==> src/rtl/seg7_scan_decoder.sv <==
// Receive-side monitor for a scanned 7-segment bus: filters scan transitions, decodes digits, reports frames.
// Optional build macro SEG7_SCAN_DP_CAPTURE_EN enables per-digit decimal-point capture.
module seg7_scan_decoder #(
   parameter int NUM_DIG     = 8,
   parameter int STABLE_CYC  = 4,
   parameter int SEL_ACT_LOW = 1,
   parameter int SEG_ACT_LOW = 1
) (
   input  logic                   clk,
   input  logic                   rst_n,
   input  logic [NUM_DIG-1:0]     seg7_sel,
   input  logic [7:0]             seg7,
   output logic [4*NUM_DIG-1:0]   digits,
   output logic [NUM_DIG-1:0]     digit_ok,
   output logic [NUM_DIG-1:0]     digit_blank,
   output logic [NUM_DIG-1:0]     dp,
   output logic                   frame_done,
   output logic [15:0]            frame_cnt,
   output logic                   pat_err,
   output logic                   sel_err
);

   localparam int CW = $clog2(STABLE_CYC + 1);
   localparam logic [CW-1:0] CNT_SAT = CW'(STABLE_CYC);
   localparam logic [CW-1:0] CNT_CAP = CW'(STABLE_CYC - 1);

   logic [NUM_DIG-1:0] sel_r, sel_p, sel_n, seen, seen_nxt;
   logic [7:0]         seg_r, seg_p, seg_n;
   logic [CW-1:0]      cnt, cnt_nxt;
   logic               captured, same, cap, sel_one, upd;
   logic [4:0]         dec;

   function automatic logic [4:0] seg_decode(input logic [6:0] p);
      case (p)
         7'h3F: return 5'h10;
         7'h06: return 5'h11;
         7'h5B: return 5'h12;
         7'h4F: return 5'h13;
         7'h66: return 5'h14;
         7'h6D: return 5'h15;
         7'h7D: return 5'h16;
         7'h07: return 5'h17;
         7'h7F: return 5'h18;
         7'h6F: return 5'h19;
         7'h77: return 5'h1A;
         7'h7C: return 5'h1B;
         7'h39: return 5'h1C;
         7'h5E: return 5'h1D;
         7'h79: return 5'h1E;
         7'h71: return 5'h1F;
         default: return 5'h00;
      endcase
   endfunction

   // Normalise to active-high; without dp capture bit 7 never reaches the stability compare.
   always_comb begin
      sel_n = (SEL_ACT_LOW != 0) ? ~sel_r : sel_r;
      seg_n = (SEG_ACT_LOW != 0) ? ~seg_r : seg_r;
`ifndef SEG7_SCAN_DP_CAPTURE_EN
      seg_n[7] = 1'b0;
`endif
   end

   assign same     = (sel_n == sel_p) && (seg_n == seg_p);
   assign cnt_nxt  = !same ? '0 : (cnt == CNT_SAT) ? cnt : cnt + CW'(1);
   assign cap      = same && !captured && (cnt_nxt >= CNT_CAP);
   assign sel_one  = (sel_n != '0) && ((sel_n & (sel_n - NUM_DIG'(1))) == '0);
   assign upd      = cap && sel_one;
   assign seen_nxt = seen | sel_n;
   assign dec      = seg_decode(seg_n[6:0]);

   always_ff @(posedge clk or negedge rst_n) begin
      if (!rst_n) begin
         sel_r    <= '0;
         seg_r    <= '0;
         sel_p    <= '0;
         seg_p    <= '0;
         cnt      <= '0;
         captured <= 1'b0;
      end else begin
         sel_r    <= seg7_sel;
         seg_r    <= seg7;
         sel_p    <= sel_n;
         seg_p    <= seg_n;
         cnt      <= cnt_nxt;
         captured <= same && (captured || cap);
      end
   end

   // Per-digit capture; an illegal pattern keeps the previous nibble.
   always_ff @(posedge clk or negedge rst_n) begin
      if (!rst_n) begin
         digits      <= '0;
         digit_ok    <= '0;
         digit_blank <= '0;
`ifdef SEG7_SCAN_DP_CAPTURE_EN
         dp          <= '0;
`endif
      end else if (upd) begin
         for (int i = 0; i < NUM_DIG; i++) begin
            if (sel_n[i]) begin
               if (seg_n[6:0] == 7'h00) begin
                  digits[4*i +: 4] <= 4'h0;
                  digit_ok[i]      <= 1'b0;
                  digit_blank[i]   <= 1'b1;
               end else if (dec[4]) begin
                  digits[4*i +: 4] <= dec[3:0];
                  digit_ok[i]      <= 1'b1;
                  digit_blank[i]   <= 1'b0;
               end else begin
                  digit_ok[i]      <= 1'b0;
                  digit_blank[i]   <= 1'b0;
               end
`ifdef SEG7_SCAN_DP_CAPTURE_EN
               dp[i] <= seg_n[7];
`endif
            end
         end
      end
   end

`ifndef SEG7_SCAN_DP_CAPTURE_EN
   assign dp = '0;
`endif

   // The completing capture belongs to the finished frame, so seen restarts empty.
   always_ff @(posedge clk or negedge rst_n) begin
      if (!rst_n) begin
         seen       <= '0;
         frame_done <= 1'b0;
         frame_cnt  <= '0;
         pat_err    <= 1'b0;
         sel_err    <= 1'b0;
      end else begin
         frame_done <= 1'b0;
         pat_err    <= 1'b0;
         sel_err    <= cap && !sel_one && (sel_n != '0);
         if (upd) begin
            pat_err <= (seg_n[6:0] != 7'h00) && !dec[4];
            if (&seen_nxt) begin
               frame_done <= 1'b1;
               seen       <= '0;
               frame_cnt  <= frame_cnt + 16'd1;
            end else begin
               seen <= seen_nxt;
            end
         end
      end
   end

endmodule

==> config.mk <==
export PLATFORM = sky130hd
export DESIGN_NAME = seg7_scan_decoder
export DESIGN_NICKNAME = d
export VERILOG_FILES = /design/src/rtl/seg7_scan_decoder.sv
export SDC_FILE = /design/constraint.sdc
export NUM_CORES = 1
export LEC_CHECK = 0
export CORE_MARGIN = 4
export CORE_UTILIZATION = 45
export CTS_BUF_LIST = sky130_fd_sc_hd__clkbuf_4 sky130_fd_sc_hd__clkbuf_8
export CTS_CLUSTER_DIAMETER = 60
export DETAILED_ROUTE_END_ITERATION = 7
export GPL_ROUTABILITY_DRIVEN = 0
export PLACE_DENSITY = 0.71
export SYNTH_ARGS = -nofsm -noshare
export SYNTH_HDL_FRONTEND = slang
export SYNTH_SLANG_ARGS = --single-unit
export TNS_END_PERCENT = 1
==> constraint.sdc <==
create_clock -name clk -period 4.7 [get_ports clk]
set_clock_uncertainty 0.05 [all_clocks]
set_input_delay 0.94 -clock clk [delete_from_list [all_inputs] [get_ports clk]]
set_output_delay 0.94 -clock clk [all_outputs]
set_load 0.005 [all_outputs]
==> out/qor.csv, run 1 <==
stage;metric;value;unit
power;p_per_area;278;nW/um2
finish;final_core_util;0.575;
floorplan;fp.dieArea;12600;um2
clock_tree;cts_buffers;9;
flow_run;cap_violations;0;
route;drc_errors;0;
logic_synthesis;yosysTopAreaCell;dfrtp_1;
logic_synthesis;yosys.area.top_type_share;0.555;
clock_tree;cts_tree;done;
grt;grt.overflow.total;0;
grt;grt_usage;0.182;
finish;antennaDiodeCount;0;
grt;antenna_found_initial;0;
logic_synthesis;avgSynthCellArea;11.4;um2
power;seqPwrFrac;0.585;
outcome;status;finished clean;
sta;min_period;3100;ps
placement;preCtsSetupSlack;1680;ps
worst_setup_path;arrival;3270;ps
logic_synthesis;ys.flop_type;dfrtp_1;
grt;grt_pass1_vias;3648;
floorplan;start_util;0.469;
worst_setup_path;path_cells;xor2_1 -> nand4_1 -> nor4_4 -> nand2_1 -> nor4bb_1 -> a21oi_1;
logic_synthesis;synthArstFlopShare;1.00;
route;antenna_left;0;
clock_tree;clock_path_buffers;2;
clock_tree;cts-root-buf;clkbuf_8;
logic_synthesis;ys_seq_area_frac;0.555;
floorplan;rows;37;
clock_tree;worstSkewPairLatency;380;ps
sta;final-hold-violation-count;0;
clock_tree;cts.repair.resized;0;
sta;worst_pin_slew;1090;ps
worst_setup_path;cp-startpoint;sel_r[0];
route;vias_per_cell;5.55;
placement;portBuffers;83;
worst_setup_path;cpMaxStageDelayCell;nor4bb_1;
logic_synthesis;yosys_warnings;0;
worst_setup_path;crit_type;reg2reg;
power;internal_power;1250;uW
hold_path;holdCritPathClass;reg2reg;
clock_tree;cts_hold_buf;0;
placement;dpl.hpwl;7.87;mm
sta;setup_viol;0;
floorplan;fp.dieH;112;um
floorplan;fp.dieW;112;um
sta;slew_headroom;0.265;
logic_synthesis;synth_area;4910;um2
power;switching_share;0.250;
finish;area_growth_syn_to_layout;22.4;%
logic_synthesis;syn_inst;432;
grt;grt_pass1_wl;18.7;mm
worst_setup_path;reg2reg_depth;6;
sta;worst_slack;1600;ps
route;vias;3601;
power;clockPowerShare;0.361;
power;combPwrFrac;0.054;
logic_synthesis;yosys-top-cells-area;dfrtp_1 56%, xor2_1 5.0%, o21ai_0 3.8%;
logic_synthesis;synth_seq_cells;109;
sta;finalCritPeriodShare;0.660;
worst_setup_path;reg2reg_setup_slack;1600;ps
route;drt-total-wl;11.1;mm
sta;drv_slew;0;
clock_tree;cts.sink_count;109;
floorplan;core_region_area;10500;um2
finish;final_nets;529;
worst_setup_path;worstSetupEndpoint;seen[2];
power;cellLeakagePower;0.00268;uW
route;wl_per_cell;17.2;um
logic_synthesis;synth_cell_types;56;
sta;fin_tns_setup;0;ps
worst_setup_path;critPathMaxFanout;15;
sta;fmax;322;MHz
clock_tree;clkTransAtPathRegs;110;ps
floorplan;ios;93;
worst_setup_path;crit_path_end_kind;flop;
grt;grt_max_degree;62;
power;p_switching;418;uW
worst_setup_path;slowest_delay;950;ps
route;dr.pass1.iters;5;
route;drt_iter0_drc;183;
power;vdd_drop_max;0.145;mV
clock_tree;htree_levels;3;
worst_setup_path;setup.worst_path.start_class;flop;
worst_setup_path;cp.required;4860;ps
clock_tree;postCtsSetupBuffers;0;
worst_setup_path;r2r_start;sel_r[0];
worst_setup_path;r2r-end;seen[2];
logic_synthesis;synth_edf_count;0;
finish;drive_above_1_share;0.0994;
sta;rsz0062_at_grt;false;
[per-layer routing]
layer,up-vias,routed length [um],track usage
li1,1672,-,-
met1,1762,4800,0.247
met2,153,5240,0.293
met3,14,970,0.0507
met4,0,136,0.0425
met5,-,0,0
[worst min path at each step]
stage | cells past startpoint | slack [ps] | start | to
2_1_floorplan | 1 | 410 | seen[1] | seen[1]
3_3_place_gp | 1 | 410 | frame_cnt[15] | frame_cnt[15]
3_5_place_dp | 1 | 420 | frame_cnt[15] | frame_cnt[15]
4_1_cts | 1 | 430 | frame_cnt[15] | frame_cnt[15]
5_1_grt | 1 | 450 | frame_cnt[15] | frame_cnt[15]
6_report | 1 | 430 | frame_cnt[15] | frame_cnt[15]
[state kept, by name (all words and copies together) (netlist names)]
name and flops:
pat_err 1, sel_r 8, digits 32, seen 8, captured 1, sel_err 1, digit_ok 8, digit_blank 8
frame_cnt 16, seg_r 7, cnt 3, sel_p 8, seg_p 7, frame_done 1
[power by group through the flow]
stage | Clock [uW] | Combinational (uW) | Sequential, uW
floorplan | 0 | 66.4 | 977
global placement | 0 | 87.9 | 995
detailed placement | 0 | 90.7 | 996
CTS | 621 | 90.9 | 977
global route | 662 | 102 | 981
finish | 602 | 90.3 | 978
[worst max-delay path, delay by kind of cell, from the launching register on]
family	cells	cell delay [ps]
and+or+nand+nor	4	1810
DFF	1	740
xor gates and xnor gates	1	250
AOI/OAI and AO/OA	1	90
[cell usage after synthesis (all sizes together), types with 4 or more instances]
master and instances:
dfrtp 109, o21ai 41, xor2 28, inv 26, buf 24, nand2 16
nor3 16, mux2 15, nand3 15, nor2 15, nand4 12, o31ai 12
a21oi 10, nand2b 10, nor4 7, a22o 6, and3 6, or3 6
clkbuf 5, xnor2 5, and2 4, nor4bb 4, o2111ai 4, o2bb2ai 4
[placed cells by master (no fill, tap or decap), drive strengths merged, types with 7 or more instances in the layout]
master	instances
nand2	16
xor2	28
clkdlybuf4s50	82
o21ai	41
nand4	12
o31ai	12
dfrtp	109
inv	30
conb	8
mux2	15
nand2b	10
a21oi	10
nor2	15
nand3	15
clkbuf	10
nor3	16
nor4	7
[kinds of logic (layout without fill, tap and decap cells)]
group	Yosys count	count (layout)	synth area share
flops	109	109	0.555
simple gates	123	123	0.154
compound gates	92	92	0.127
fa+ha+maj	4	4	0.00968
mux	15	15	0.0397
xor+xnor	33	33	0.0589
buf+inv	55	129	0.0540
other cells	1	8	0.000764
[stage by stage]
stage                     instances  area [um2]  power [uW]  hold slack (ps)
after floorplan                 439        4940        1040              406
after global placement          633        5800        1080              408
after detailed placement        633        5800        1090              418
after CTS                       649        6010        1690              434
after global routing            649        6010        1740              447
final                           649        6010        1670              428
[cell type report]
type | instances | area [um2]
clock inverters | 6 | 75.1
repair buffers | 87 | 858
multi-input cells | 275 | 1940
inverters | 26 | 97.6
clock buffers | 10 | 138
fillers | 903 | 4450
well taps | 136 | 170
flip-flops and latches | 109 | 2730
Note: power is estimated with default switching activity, not from simulation.
==> inputs of run 2 (changes only) <==
==> constraint.sdc (replaced) <==
create_clock -name clk -period 2.95 [get_ports clk]
set_clock_uncertainty 0.05 [all_clocks]
set_input_delay 0.59 -clock clk [delete_from_list [all_inputs] [get_ports clk]]
set_output_delay 0.59 -clock clk [all_outputs]
set_load 0.005 [all_outputs]
==> run 2 against run 1 <==
Effect of this change:
- die area stayed put
- register-to-register slack worse by 1300 ps
- cell area increased by 2.1%
- non-clock buffer count is 17 higher
- worst setup slack worse by 1300 ps
- global-route usage is 0.23 points higher
- power increased by 59%
- critical endpoint is now digits[8]
- highest routed layer unchanged
==> out/qor.csv, run 2 (synthesis results as in run 1) <==
stage;metric;value;unit;change
clock_tree;worstSkewPairLatency;370;ps;about the same
worst_setup_path;critPathMaxFanout;16;;+1
grt;grt_usage;0.184;;+0.00227
placement;portBuffers;83;;unchanged
worst_setup_path;crit_path_end_kind;flop;;
sta;worst_pin_slew;617;ps;-471 ps
placement;dpl.hpwl;8.10;mm;+2.9%
worst_setup_path;reg2reg_setup_slack;280;ps;-1310 ps
clock_tree;postCtsSetupBuffers;0;;unchanged
grt;grt_max_degree;63;;+1.6%
route;wl_per_cell;16.9;um;-1.8%
power;cellLeakagePower;0.00275;uW;+2.9%
floorplan;ios;93;;unchanged
clock_tree;cts-root-buf;clkbuf_8;;
finish;area_growth_syn_to_layout;25.0;%;
power;vdd_drop_max;0.240;mV;+65%
finish;layout_common_cells;109 x dfrtp_1, 82 x clkdlybuf4s50_1, 37 x o21ai_0;;
clock_tree;cts.sink_count;109;;unchanged
power;finalPower;2660;uW;+59%
route;antenna_left;0;;unchanged
grt;grt_pass1_vias;3667;;+0.52%
worst_setup_path;crit_type;reg2reg;;
floorplan;fp.dieH;112;um;unchanged
hold_path;holdCritPathClass;in2async;;
sta;fmax;375;MHz;+16%
sta;min_period;2670;ps;-439 ps
route;drc_errors;0;;unchanged
finish;final_nets;546;;+3.2%
route;drt_iter0_drc;219;;+20%
route;vias;3674;;+2.0%
clock_tree;htree_levels;3;;unchanged
finish;largest_reg_flops;32;;unchanged
finish;top_regs;digits: 32 flops, frame_cnt: 16 flops;;
finish;regMostFlops;digits;;
grt;antenna_found_initial;0;;unchanged
worst_setup_path;r2r-end;digits[8];;
clock_tree;cts_tree;done;;
flow_run;cap_violations;0;;unchanged
sta;finalCritPeriodShare;0.903;;+0.243
clock_tree;cts.repair.resized;0;;unchanged
worst_setup_path;arrival;2880;ps;-390 ps
power;p_per_area;433;nW/um2;+56%
sta;drv_slew;0;;unchanged
route;vias_per_cell;5.53;;-0.28%
worst_setup_path;r2r_start;cnt[0];;
clock_tree;cts_hold_buf;0;;unchanged
worst_setup_path;cp.required;3170;ps;-1690 ps
finish;drive_above_1_share;0.125;;+0.0256
sta;rsz0062_at_grt;false;;
finish;final_design_area_no_fill;6140;um2;+2.1%
finish;final_common_cell;dfrtp_1;;
floorplan;start_util;0.469;;unchanged
worst_setup_path;setup.worst_path.start_class;flop;;
floorplan;rows;37;;unchanged
sta;final-hold-violation-count;0;;unchanged
placement;dpl.cell_count;650;;+2.7%
grt;grt.overflow.total;0;;unchanged
finish;antennaDiodeCount;0;;unchanged
floorplan;core_region_area;10500;um2;unchanged
clock_tree;cts_buffers;9;;unchanged
grt;grt_pass1_wl;18.8;mm;+0.59%
route;drt-total-wl;11.2;mm;+0.44%
floorplan;fp.dieArea;12600;um2;unchanged
clock_tree;clock_path_buffers;2;;unchanged
outcome;status;finished clean;;
clock_tree;clkTransAtPathRegs;100;ps;about the same
finish;fin_cells;664;;+2.3%
finish;final_core_util;0.587;;+0.0123
sta;fin_tns_setup;0;ps;unchanged
floorplan;fp.dieW;112;um;unchanged
route;dr.pass1.iters;4;;-1
sta;setup_viol;0;;unchanged
worst_setup_path;reg2reg_depth;8;;+2
sta;slew_headroom;0.589;;+0.324
placement;dpl_cell_area;5940;um2;+2.4%
[run 2: layer usage]
layer / global-route usage / up-vias / part of all wire
met5: 0 / - / 0
met4: 0.0729 / 0 / 0.021
met3: 0.0377 / 17 / 0.067
met2: 0.287 / 128 / 0.47
met1: 0.254 / 1830 / 0.44
li1: - / 1699 / -
[run 2: power breakdown]
part	switching [uW]	internal (uW)
sequential	27.7	1510
combinational	111	63.0
clock	480	466
total	619	2040
[run 2: critical path, stage by stage (launching register included)]
cell and delay (ps):
dfrtp_1 390, inv_1 100, ha_1 170, nand3b_1 130
a22o_1 180, nor2b_1 410, o2111ai_4 360, or3_4 460
mux2_4 310
[run 2: worst max path at each step]
stage                     startpoint         end  slack [ps]
final                         cnt[0]   digits[8]         280
after global placement        cnt[0]  digits[14]         370
after CTS                     cnt[0]   digits[8]         300
after detailed placement      cnt[0]   digits[8]         310
after floorplan               cnt[0]  digits[10]         690
after global routing          cnt[0]  digits[12]         120
[run 2: per-stage QoR]
stage	hold slack [ps]	setup slack, ps
after global routing	230	118
final	176	285
after floorplan	244	693
after CTS	191	295
after global placement	410	367
after detailed placement	412	309
[run 2: area by class of cell]
type	instances	area [um2]
fillers	888	4320
flip-flops and latches	109	2730
multi-input cells	275	1940
repair buffers	104	998
well taps	136	170
clock buffers	9	124
inverters	26	97.6
clock inverters	5	77.6
